==> src/rtl/pipeline_hazard_ctrl_pkg.sv <==
// Shared types and constants for the 5-stage pipeline hazard controller.
// Holds the controller state encoding and the NOP control word that bubble_ex consumers load.
package pipeline_hazard_ctrl_pkg;

    localparam int REG_AW   = 5;
    localparam int SB_DEPTH = 4;
    localparam int CNT_W    = 16;

    typedef enum logic [1:0] {
        ST_RUN   = 2'd0,
        ST_STALL = 2'd1,
        ST_FLUSH = 2'd2
    } ctrl_state_e;

    typedef struct packed {
        logic       reg_write;
        logic       mem_read;
        logic       mem_write;
        logic       branch;
        logic       alu_src;
        logic [1:0] alu_op;
        logic       mem_to_reg;
    } ctrl_word_t;

    // An all-zero control word performs no architectural side effect.
    localparam ctrl_word_t NOP_CTRL = '0;

endpackage

==> src/rtl/pipeline_hazard_ctrl_hazard_scoreboard.sv <==
// Destination-register scoreboard of in-flight writers (EX, MEM, WB, RFW).
// Shifts every cycle and flags a read-after-write hazard for the instruction in ID.
module hazard_scoreboard #(
    parameter int REG_AW   = pipeline_hazard_ctrl_pkg::REG_AW,
    parameter int SB_DEPTH = pipeline_hazard_ctrl_pkg::SB_DEPTH
) (
    input  logic              clk,
    input  logic              res,
    input  logic              i_id_valid,
    input  logic [REG_AW-1:0] i_rs1,
    input  logic [REG_AW-1:0] i_rs2,
    input  logic              i_use_rs1,
    input  logic              i_use_rs2,
    input  logic [REG_AW-1:0] i_rd,
    input  logic              i_reg_write,
    input  logic              i_flush,
    output logic              o_hazard
);
    import pipeline_hazard_ctrl_pkg::*;

    typedef struct packed {
        logic              valid;
        logic [REG_AW-1:0] rd;
    } sb_entry_t;

    sb_entry_t r_sb [SB_DEPTH];

    logic w_rs1_hit;
    logic w_rs2_hit;
    logic w_hazard;
    logic w_load;

    // NOTE: every variable gets a default before the loop so no latch is inferred.
    always_comb begin
        w_rs1_hit = 1'b0;
        w_rs2_hit = 1'b0;
        for (int i = 0; i < SB_DEPTH; i++) begin
            if (r_sb[i].valid && (r_sb[i].rd == i_rs1)) w_rs1_hit = 1'b1;
            if (r_sb[i].valid && (r_sb[i].rd == i_rs2)) w_rs2_hit = 1'b1;
        end
    end

    assign w_hazard = i_id_valid &
                      ((i_use_rs1 & (i_rs1 != '0) & w_rs1_hit) |
                       (i_use_rs2 & (i_rs2 != '0) & w_rs2_hit));
    assign o_hazard = w_hazard;

    // x0 is hardwired, so writes to it never need tracking.
    assign w_load = i_id_valid & i_reg_write & (i_rd != '0) & ~w_hazard & ~i_flush;

    // NOTE: the scoreboard is a control structure, so every entry is reset;
    // stale valid bits after reset would raise phantom hazards.
    always_ff @(posedge clk or posedge res) begin
        if (res) begin
            for (int i = 0; i < SB_DEPTH; i++) r_sb[i] <= '0;
        end else begin
            // NOTE: non-blocking assignments make every entry shift from its pre-edge value.
            r_sb[0] <= w_load ? '{valid: 1'b1, rd: i_rd} : '0;
            // The instruction leaving EX is younger than the taken branch in MEM.
            r_sb[1] <= i_flush ? '0 : r_sb[0];
            for (int i = 2; i < SB_DEPTH; i++) r_sb[i] <= r_sb[i-1];
        end
    end

endmodule

==> src/rtl/pipeline_hazard_ctrl.sv <==
// Hazard and sequencing controller for a 5-stage pipeline without forwarding.
// Stalls on RAW hazards, flushes younger stages on a taken branch, counts both events.
module pipeline_hazard_ctrl #(
    parameter int REG_AW   = pipeline_hazard_ctrl_pkg::REG_AW,
    parameter int SB_DEPTH = pipeline_hazard_ctrl_pkg::SB_DEPTH,
    parameter int CNT_W    = pipeline_hazard_ctrl_pkg::CNT_W
) (
    input  logic              clk,
    input  logic              res,
    input  logic              id_valid,
    input  logic [REG_AW-1:0] id_rs1,
    input  logic [REG_AW-1:0] id_rs2,
    input  logic              id_use_rs1,
    input  logic              id_use_rs2,
    input  logic [REG_AW-1:0] id_rd,
    input  logic              id_reg_write,
    input  logic              br_taken,
    output logic              stall_if,
    output logic              stall_id,
    output logic              bubble_ex,
    output logic              flush_if_id,
    output logic              flush_id_ex,
    output logic              flush_ex_mem,
    output logic [1:0]        ctrl_state,
    output logic [CNT_W-1:0]  stall_cnt,
    output logic [CNT_W-1:0]  flush_cnt
);
    import pipeline_hazard_ctrl_pkg::*;

    logic             w_hazard;
    logic             w_stall;
    logic             w_flush;
    ctrl_state_e      r_state;
    ctrl_state_e      w_state_nxt;
    logic [CNT_W-1:0] r_stall_cnt;
    logic [CNT_W-1:0] r_flush_cnt;

    hazard_scoreboard #(
        .REG_AW   (REG_AW),
        .SB_DEPTH (SB_DEPTH)
    ) u_scoreboard (
        .clk         (clk),
        .res         (res),
        .i_id_valid  (id_valid),
        .i_rs1       (id_rs1),
        .i_rs2       (id_rs2),
        .i_use_rs1   (id_use_rs1),
        .i_use_rs2   (id_use_rs2),
        .i_rd        (id_rd),
        .i_reg_write (id_reg_write),
        .i_flush     (br_taken),
        .o_hazard    (w_hazard)
    );

    // Every state leaves by the same priority: branch flush first, then hazard stall.
    always_comb begin
        w_state_nxt = ST_RUN;
        w_stall     = 1'b0;
        w_flush     = 1'b0;
        if (!res) begin
            if (br_taken) begin
                w_state_nxt = ST_FLUSH;
                w_flush     = 1'b1;
            end else if (w_hazard) begin
                w_state_nxt = ST_STALL;
                w_stall     = 1'b1;
            end
        end
    end

    always_ff @(posedge clk or posedge res) begin
        if (res) r_state <= ST_RUN;
        else     r_state <= w_state_nxt;
    end

    always_ff @(posedge clk or posedge res) begin
        if (res) begin
            r_stall_cnt <= '0;
            r_flush_cnt <= '0;
        end else begin
            if (w_stall && (r_stall_cnt != '1)) r_stall_cnt <= r_stall_cnt + CNT_W'(1);
            if (w_flush && (r_flush_cnt != '1)) r_flush_cnt <= r_flush_cnt + CNT_W'(1);
        end
    end

    assign stall_if     = w_stall;
    assign stall_id     = w_stall;
    assign bubble_ex    = w_stall;
    assign flush_if_id  = w_flush;
    assign flush_id_ex  = w_flush;
    assign flush_ex_mem = w_flush;
    assign ctrl_state   = r_state;
    assign stall_cnt    = r_stall_cnt;
    assign flush_cnt    = r_flush_cnt;

endmodule
==> config.mk <==
export PLATFORM = sky130hd
export DESIGN_NAME = pipeline_hazard_ctrl
export DESIGN_NICKNAME = d
export VERILOG_FILES = /design/src/rtl/pipeline_hazard_ctrl_pkg.sv /design/src/rtl/pipeline_hazard_ctrl_hazard_scoreboard.sv /design/src/rtl/pipeline_hazard_ctrl.sv
export SDC_FILE = /design/constraint.sdc
export NUM_CORES = 1
export LEC_CHECK = 0
export BUFFER_PORTS_ARGS = -buffer_cell sky130_fd_sc_hd__buf_2
export CORE_MARGIN = 4
export CORE_UTILIZATION = 50
export CTS_BUF_LIST = sky130_fd_sc_hd__clkbuf_2 sky130_fd_sc_hd__clkbuf_4 sky130_fd_sc_hd__clkbuf_8
export DETAILED_ROUTE_END_ITERATION = 8
export PLACE_DENSITY = 0.74
export SYNTH_ARGS = -nofsm -noshare
export SYNTH_HDL_FRONTEND = slang
export SYNTH_HIERARCHICAL = 1
export SYNTH_SLANG_ARGS = --single-unit
==> constraint.sdc <==
create_clock -name clk -period 7.45 [get_ports clk]
set_input_delay 1.1175 -clock clk [delete_from_list [all_inputs] [get_ports clk]]
set_output_delay 1.1175 -clock clk [all_outputs]
set_load 0.005 [all_outputs]
==> qor.yml, run 1 <==
outcome:
  status: "completed"
logic_synthesis:
  synth_area_um2: 3000
  ys.warnings.count: 6
  yosysSeqAreaShare_pct: 48.4
  synth_seq_cells: 58
  yosys.cell_types.count: 47
  synth.avg_cell_area_um2: 11.2
  syn-num-nets: 292
  syn_inst: 268
detailed_routing:
  ant_nets: 0
  avgRoutedWirePerCell_um: 15.1
  routed_wl_um: 6080
  via_count: 2158
  drt-initial-drc-count: 102
  drc: 0
  first_pass_iters: 4
  via_per_inst: 5.35
power:
  power.share.switching_pct: 27.2
  p_sw_w: 0.000186
  power_frac_comb_pct: 12.6
  ir_worst_vdd_v: 0.000110
  power_density_nw_per_um2: 198
  power.share.clock_pct: 34.9
  intPower_w: 0.000498
  seq_power_share_pct: 52.5
  p_leak_nw: 1.78
finish:
  drive_above_1_share_pct: 28.1
  final_area_um2: 3470
  fin_nets: 351
  num_antenna_cells: 0
  area_growth_pct: 15.6
  fillCellCount: 505
clock_tree:
  cts_buffer_depth: 2
  cts_setup_buffers: 0
  insertion_delay_ns: 0.33
  cts_made_buffers: 9
  tritoncts: "yes"
  cts.sinks: 58
  cts_hold_buf: 0
  cts_max_level: 3
  cts-root-buf: "clkbuf_8"
  clk_pin_slew_ns: 0.05
  cts_resized: 0
timing:
  skew_ns: 0.00835
  slew_headroom_pct: 41.9
  finalMaxSlewViolations: 0
  hold_viol_final: 0
  post-route-period-util_pct: 59.3
  tightest_slew_ns: 0.870
  fin_crit_ns: 4.42
  tns_ns: 0
  hold_ws_ns: 0.412
  rsz0062_at_grt: "false"
  setup_viol: 0
  fmax_ghz: 0.226
die:
  die_h_um: 85.5
  die_x_um: 85.5
  die_area_um2: 7300
  rows: 27
  start_util_pct: 52.8
  io_pins: 62
  core-area_um2: 5680
worst_setup_path:
  cp-start-kind: "primary input"
  cp_common_cell: "buf_2"
  critPathRequiredTime_ns: 6.33
  worstPathArrival_ns: 3.30
  critical_path.slowest_cell: "or3b_1"
  cp_max_fo: 7
  crit_type: "in2out"
  slowest_delay_ns: 0.41
  crit_chain: "buf_2 -> xor2_1 -> nor4_1 -> nand3_1 -> and4_4 -> o22ai_4 -> and2_1 -> or3b_1 -> inv_1 -> buf_2"
  cp-end-kind: "output pin"
grt:
  grt_max_degree: 25
  grt_pass1_vias: 2230
  antenna_found_initial: 0
  track_usage_pct: 18.0
  grt_pass1_wl_um: 10400
  overflow: 0
flow_run:
  cap_violations: 0
placed_design:
  portBuffers: 61
  placed_cell_area_um2: 3310
  dp_hpwl_um: 4590
  gp_congestion: 0.873
hold_path:
  hold_class: "reg2reg"
==> cells in the mapped netlist, drive strengths merged <==
| library cell | count | area [um^2] |
|---|---|---|
| a21oi | 1 | 5.00 |
| a31oi | 3 | 18.8 |
| a41oi | 2 | 17.5 |
| and2 | 3 | 18.8 |
| and3 | 2 | 12.5 |
| and4 | 2 | 22.5 |
| and4b | 1 | 10.0 |
| buf | 11 | 83.8 |
| clkbuf | 3 | 11.3 |
| dfrtp | 58 | 1450 |
| ha | 2 | 25.0 |
| inv | 13 | 48.8 |
| mux2 | 3 | 41.3 |
| nand2 | 2 | 7.51 |
| nand2b | 1 | 6.26 |
| nand3 | 19 | 100 |
| nand3b | 2 | 15.0 |
| nand4 | 13 | 109 |
| nand4b | 1 | 8.76 |
| nor2 | 6 | 22.5 |
| nor2b | 10 | 65.1 |
| nor3 | 13 | 65.1 |
| nor3b | 1 | 7.51 |
| nor4 | 14 | 103 |
| o2111ai | 1 | 8.76 |
| o211ai | 2 | 15.0 |
| o21a | 3 | 22.5 |
| o21ai | 3 | 18.8 |
| o22ai | 1 | 20.0 |
| o31a | 1 | 8.76 |
| o31ai | 3 | 22.5 |
| o41ai | 1 | 27.5 |
| or2 | 2 | 12.5 |
| or3b | 1 | 8.76 |
| or4 | 2 | 15.0 |
| xnor2 | 19 | 166 |
| xor2 | 43 | 377 |
==> worst max-delay path: cells and delay by family <==
kind | cells | cell delay, ns
compound gates | 1 | 0.25
xor+xnor | 1 | 0.16
buf+inv | 3 | 0.48
simple gates | 5 | 1.27
==> power by group through the flow <==
stage	sequential [W]	clock, W	combinational [W]
global route	0.000363	0.000262	0.0000965
global placement	0.000364	0	0.0000857
floorplan	0.000364	0	0.0000537
finish	0.000360	0.000239	0.0000863
detailed placement	0.000366	0	0.0000882
CTS	0.000360	0.000246	0.0000885
==> layout make-up <==
cell class | instances | area, um^2 | share of cell area (%)
Sequential cell | 58 | 1450 | 41.9
Tap cell | 72 | 90.1 | 2.60
Timing Repair Buffer | 62 | 313 | 9.03
Inverter | 13 | 48.8 | 1.41
Clock buffer | 11 | 139 | 4.01
Clock inverter | 4 | 20.0 | 0.578
Multi-Input combinational cell | 183 | 1400 | 40.5
==> layout by cell type (no fill, tap or decap), drive strengths merged, types with 6 or more instances in the layout <==
master  instances
xnor2          19
inv            13
nand3          19
nor4           14
nand4          13
nor3           13
nor2            6
nor2b          10
xor2           43
clkbuf         11
buf            62
dfrtp          58
==> per-stage QoR <==
| step | std cells | util (%) | worst slack, ns | total power (W) |
|---|---|---|---|---|
| 5_1_grt | 403 | 61.1 | 2.91 | 0.000722 |
| 2_1_floorplan | 268 | - | 3.34 | 0.000417 |
| 6_report | 403 | 61.1 | 3.03 | 0.000685 |
| 4_1_cts | 403 | 61.1 | 3.03 | 0.000695 |
| 3_3_place_gp | 388 | 58.3 | 3.17 | 0.000450 |
| 3_5_place_dp | 388 | 58.3 | 3.05 | 0.000454 |
==> path summary, 6_finish.rpt <==
path                                              to  slack (ns)                   from  cells after the start
max in group asynchronous       u_scoreboard/r_sb[1]        5.88                    res                      2
min in group asynchronous              flush_cnt[14]        0.87                    res                      2
worst min-delay path            u_scoreboard/r_sb[5]        0.41  u_scoreboard/r_sb[11]                      0
worst min register to register  u_scoreboard/r_sb[5]        0.41  u_scoreboard/r_sb[11]                      0
worst max-delay path                        stall_id        3.03              id_rs1[3]                     10
worst max register to register          stall_cnt[7]        4.52   u_scoreboard/r_sb[3]                     11
==> registers in the layout (all words and copies together), names as in the netlist <==
name	flops
stall_cnt	16
u_scoreboard/r_sb	24
flush_cnt	16
ctrl_state	2
==> routing by layer <==
metal	GRT usage, %	routed length [um]
met3	5.73	362
met5	0	0
met1	24.5	2850
met2	27.4	2800
met4	5.47	61
==> cell families after synthesis <==
family / synth area share [%]
buf+inv: 4.80
simple gates: 20.3
xor+xnor: 18.1
fa+ha+maj: 0.834
compound gates: 6.17
flops: 48.4
mux: 1.38
Note: power is estimated with default switching activity, not from simulation.
==> run 2, diff against run 1 <==
ABC_AREA = 1   (was default)
PLACE_DENSITY = 0.75   (was 0.74)
clock period = 3.6 ns   (was 7.45 ns; I/O delays follow)
==> qor.yml, run 2 <==
outcome:
  status: "completed"
detailed_routing:
  drc: 0
  drt-initial-drc-count: 117
  via_per_inst: 4.84
  ant_nets: 0
  avgRoutedWirePerCell_um: 12.4
  first_pass_iters: 4
  via_count: 3285
  routed_wl_um: 8410
finish:
  final_common_cell: "nand2_1"
  num_antenna_cells: 0
  fillCellCount: 674
  area_growth_pct: 15.4
  largest_register_ffs: 24
  fin_nets: 603
  final_cell_mix: "219 x nand2_1, 75 x nor2_1, 61 x buf_2"
  regMostFlops: "u_scoreboard/r_sb"
  drive_above_1_share_pct: 19.0
  fin_util_pct: 59.6
grt:
  overflow: 0
  antenna_found_initial: 0
  grt_pass1_vias: 3206
  grt_pass1_wl_um: 14400
  track_usage_pct: 21.4
  grt_max_degree: 26
clock_tree:
  cts.sinks: 58
  cts_max_level: 3
  cts_made_buffers: 9
  cts-root-buf: "clkbuf_8"
  tritoncts: "yes"
  clk_pin_slew_ns: 0.07
  cts_resized: 0
  cts_hold_buf: 0
  cts_setup_buffers: 0
  insertion_delay_ns: 0.34
  cts_buffer_depth: 2
timing:
  rsz0062_at_grt: "false"
  hold_viol_final: 0
  fmax_ghz: 0.389
  setup_viol: 0
  finalMaxSlewViolations: 0
  tns_ns: 0
  timing.final.ws_setup_ns: 1.03
  slew_headroom_pct: 39.6
  post-route-period-util_pct: 71.4
  tightest_slew_ns: 0.905
  fin_crit_ns: 2.57
  skew_ns: 0.00967
logic_synthesis:
  ys_async_sr_fraction_pct: 100
  synth.largest_area_cell: "dfrtp_1"
  synth_top_area_share_pct: 41.2
  yosys.cell_types.count: 28
  synth.avg_cell_area_um2: 6.87
  ys.warnings.count: 6
  synth_area_um2: 3530
  ys.flop_type: "dfrtp_1"
  synth_edf_count: 0
  synth.top_cells.by_count: "219 x nand2_1, 75 x nor2_1, 58 x dfrtp_1"
  synth_most_common_cell: "nand2_1"
  syn_inst: 513
  syn-num-nets: 537
  yosysSeqAreaShare_pct: 41.2
  synth_area_leaders: "dfrtp_1 41%, nand2_1 23%, nor2_1 8.0%, inv_1 5.2%, nand3_1 2.6%"
  synth_seq_cells: 58
die:
  die_h_um: 92.0
  io_pins: 62
  core-area_um2: 6830
  die_x_um: 92.0
  start_util_pct: 51.6
  die_area_um2: 8460
  rows: 30
worst_setup_path:
  cp-start-kind: "flop"
  reg2reg_slack_ns: 1.41
  crit_chain: "inv_1 -> nand2_1 -> nand2_1 -> nor2_1 -> nand3_1 -> nand2_1 -> o21ai_4 -> a21boi_1 -> nand3_1 -> inv_1 -> buf_2"
  cp_max_fo: 5
  critical_path.slowest_cell: "dfrtp_1"
  crit_type: "reg2out"
  critPathRequiredTime_ns: 3.06
  cp_common_cell: "nand2_1"
  slowest_delay_ns: 0.39
  cp-end-kind: "output pin"
  worstPathArrival_ns: 2.03
placed_design:
  pre_cts_slack_ns: 1.05
  gp_congestion: 0.913
  dp_hpwl_um: 6490
  portBuffers: 61
power:
  ir_worst_vdd_v: 0.000376
  p_leak_nw: 2.20
  power_density_nw_per_um2: 351
  finalPower_w: 0.00143
hold_path:
  hold_class: "in2async"
flow_run:
  cap_violations: 0
-- run 2: changes by cell type in the layout (fill, tap and decap cells not counted), sizes merged, moves of 4 or more --
cell	change
nor2b	-10
xor2	-34
inv	+46
xnor2	-11
o21ai	+18
nor4	-14
nor3	-11
nand2	+224
nor2	+76
nand4	-4
-- run 2: through the flow --
stage / hold WS (ns) / area, um^2 / std cells
finish: 0.218 / 4070 / 679
global route: 0.266 / 4070 / 679
CTS: 0.233 / 4070 / 679
detailed placement: 0.365 / 3890 / 664
global placement: 0.365 / 3890 / 664
floorplan: 0.354 / 3530 / 513
-- run 2: final cells by class --
cell class | instances | area, um^2 | area share [%]
Multi-Input combinational cell | 389 | 1790 | 44.0
Sequential cell | 58 | 1450 | 35.7
Timing Repair Buffer | 62 | 313 | 7.69
Inverter | 59 | 221 | 5.44
Clock buffer | 12 | 159 | 3.91
Tap cell | 96 | 120 | 2.95
Clock inverter | 3 | 15.0 | 0.369
-- run 2: per-layer routing --
| layer | global-route usage [%] | vias to the layer above | share of wire (%) |
|---|---|---|---|
| met3 | 4.02 | 18 | 4.4 |
| met2 | 35.8 | 75 | 49 |
| met5 | 0 | - | 0 |
| li1 | - | 1694 | - |
| met4 | 11.3 | 0 | 2.2 |
| met1 | 26.1 | 1498 | 45 |
-- run 2: cells by family after synthesis --
kind of cell,Yosys count,synth area share (%)
xor gates and xnor gates,17,4.22
buffers and inverters,66,8.09
AOI/OAI and AO/OA,24,4.40
DFF,58,41.2
adders and majority gates,2,0.710
and+or+nand+nor,346,41.4
-- run 2: path summary, 6_finish.rpt --
kind / start / endpoint / cells past startpoint
hold reg to reg: u_scoreboard/r_sb[6] / u_scoreboard/r_sb[0] / 0
hold / removal: res / flush_cnt[14] / 2
min in group clk: u_scoreboard/r_sb[6] / u_scoreboard/r_sb[0] / 0
max in group asynchronous: res / u_scoreboard/r_sb[9] / 2
setup / recovery: u_scoreboard/r_sb[10] / bubble_ex / 11
setup reg to reg: u_scoreboard/r_sb[10] / stall_cnt[10] / 11
-- run 2: critical path: cells and delay by family (launching register included) --
kind            cells  cell delay (ns)
compound gates      2             0.24
flops               1             0.39
simple gates        6             0.67
buf+inv             3             0.41
-- run 2: power by group --
part	internal (W)	switching, W
logic	0.0000692	0.000104
clock network	0.000287	0.000248
registers	0.000681	0.0000402
total	0.00104	0.000392
==> run 3, diff against run 2 <==
ABC_AREA = 0   (was 1)
PLACE_DENSITY = 0.74   (was 0.75)
clock period = 2.5 ns   (was 3.6 ns; I/O delays follow)
==> qor.yml, run 3 (synthesis results as in run 1) <==
clock_tree:
  clk_pin_slew_ns: 0.07
  tritoncts: "yes"
  cts.sinks: 58
  insertion_delay_ns: 0.33
  cts-root-buf: "clkbuf_8"
  cts_buffer_depth: 2
  cts_made_buffers: 9
  cts_max_level: 3
detailed_routing:
  first_pass_iters: 4
  via_per_inst: 5.43
  drc: 0
  via_count: 2296
  wl_met1_um: 2880
  routed_wl_um: 6570
  drt-initial-drc-count: 85
  avgRoutedWirePerCell_um: 15.5
  wl_met2_um: 3270
  route.met3.wl_um: 355
  ant_nets: 0
  routed.top_layer: "met4"
timing:
  rsz0062_at_grt: "true"
  tns_ns: -3.17
  tightest_slew_ns: 0.877
  finalMaxSlewViolations: 0
  skew_ns: 0.00793
  setup_viol: 19
  slew_headroom_pct: 41.4
  post-route-period-util_pct: 112
  timing.final.ws_setup_ns: -0.300
  hold_viol_final: 0
  fmax_ghz: 0.357
  fin_crit_ns: 2.80
flow_run:
  cap_violations: 0
grt:
  grt_pass1_vias: 2321
  antenna_found_initial: 0
  grt_max_degree: 25
  overflow: 0
  grt_pass1_wl_um: 11200
  track_usage_pct: 19.4
die:
  die_x_um: 85.5
  die_area_um2: 7300
  io_pins: 62
  die_h_um: 85.5
  core-area_um2: 5680
  rows: 27
  start_util_pct: 52.8
worst_setup_path:
  critical_path.slowest_cell: "dfrtp_1"
  worstReg2RegStart: "u_scoreboard/r_sb[22]"
  crit_type: "reg2out"
  rr_endpoint: "stall_cnt[13]"
  cp-start-kind: "flop"
  critPathRequiredTime_ns: 2.12
  crit_chain: "xor2_1 -> nor4_1 -> nand3_1 -> and4_4 -> o22ai_4 -> and2_1 -> or3b_4 -> inv_4 -> buf_2"
  cp_max_fo: 5
  rr_worst_depth: 11
  cp-end-kind: "output pin"
  slowest_delay_ns: 0.41
  worstPathArrival_ns: 2.43
  reg2reg_slack_ns: -0.20
finish:
  num_antenna_cells: 0
  largest_register_ffs: 24
  area_growth_pct: 24.1
  fin_nets: 370
  regMostFlops: "u_scoreboard/r_sb"
  drive_above_1_share_pct: 35.6
  final_cell_mix: "61 x buf_2, 58 x dfrtp_1, 42 x xor2_1"
  final_common_cell: "buf_2"
power:
  ir_worst_vdd_v: 0.000439
  power_density_nw_per_um2: 591
  p_leak_nw: 1.93
  finalPower_w: 0.00220
placed_design:
  portBuffers: 61
  gp_congestion: 0.900
  dp_hpwl_um: 4820
outcome:
  violations: "negative setup slack"
  status: "complete, but fails checks"
hold_path:
  hold_class: "in2async"
run 3: changes by cell type in the layout (fill, tap and decap cells not counted), sizes merged, moves of 11 or more:
cell   before  now
nand2     226    2
nor2       82    6
inv        59   13
xor2        9   43
buf        62   81
o21ai      21    3
nor4        0   14
nor3        2   13
xnor2       8   19
run 3: what timing repair did:
item / in CTS / in global routing
cloned: 0 / 0
hold buffers: 0 / 0
gates resized for setup: 6 / 4
buffers inserted: 4 / 0
pin swaps: 13 / 4
setup endpoints to repair: 19 / 19
hold endpoints to repair: 0 / 0
run 3: area by class of cell:
class | count | area [um^2]
clock buffer | 11 | 145
tap | 72 | 90.1
sequential | 58 | 1450
fill | 459 | 1950
inverter | 13 | 51.3
timing repair buffer | 81 | 455
multi-input combinational | 183 | 1480
clock inverter | 5 | 53.8
run 3: worst max-delay path by stage:
stage	startpoint	end	slack (ns)
floorplan	id_rs1[0]	stall_cnt[1]	-0.04
global placement	id_rs1[0]	stall_cnt[9]	-0.26
CTS	u_scoreboard/r_sb[7]	stall_id	-0.32
finish	u_scoreboard/r_sb[22]	stall_if	-0.30
global route	u_scoreboard/r_sb[6]	stall_if	-0.42
detailed placement	id_rs1[0]	stall_cnt[13]	-0.34
run 3: through the flow:
stage	util (%)	hold slack, ns	std cells	cell area, um^2	worst slack [ns]
2_1_floorplan	-	0.374	268	3060	-0.0389
3_3_place_gp	60.7	0.394	403	3440	-0.257
3_5_place_dp	60.7	0.397	403	3440	-0.342
4_1_cts	65.2	0.224	423	3700	-0.318
5_1_grt	65.6	0.260	423	3720	-0.419
6_report	65.6	0.212	423	3720	-0.300
run 3: report_power, final:
part	total (W)	internal [W]	switching, W
combinational	0.000273	0.000133	0.000140
clock	0.000852	0.000495	0.000357
sequential	0.00107	0.000993	0.0000807
total	0.00220	0.00162	0.000578
run 3: critical path: cells and delay by family, from the launching register on:
family / cells / cell delay, ns
AND/OR/NAND/NOR: 5 / 1.17
XOR/XNOR: 1 / 0.16
flip-flops: 1 / 0.41
buffers and inverters: 2 / 0.19
AO/OA/AOI/OAI: 1 / 0.17
run 3: per-layer routing:
layer,vias to the layer above,track usage [%]
met5,-,0
met4,0,6.47
met3,8,5.34
met2,61,31.5
met1,1128,25.1
li1,1099,-
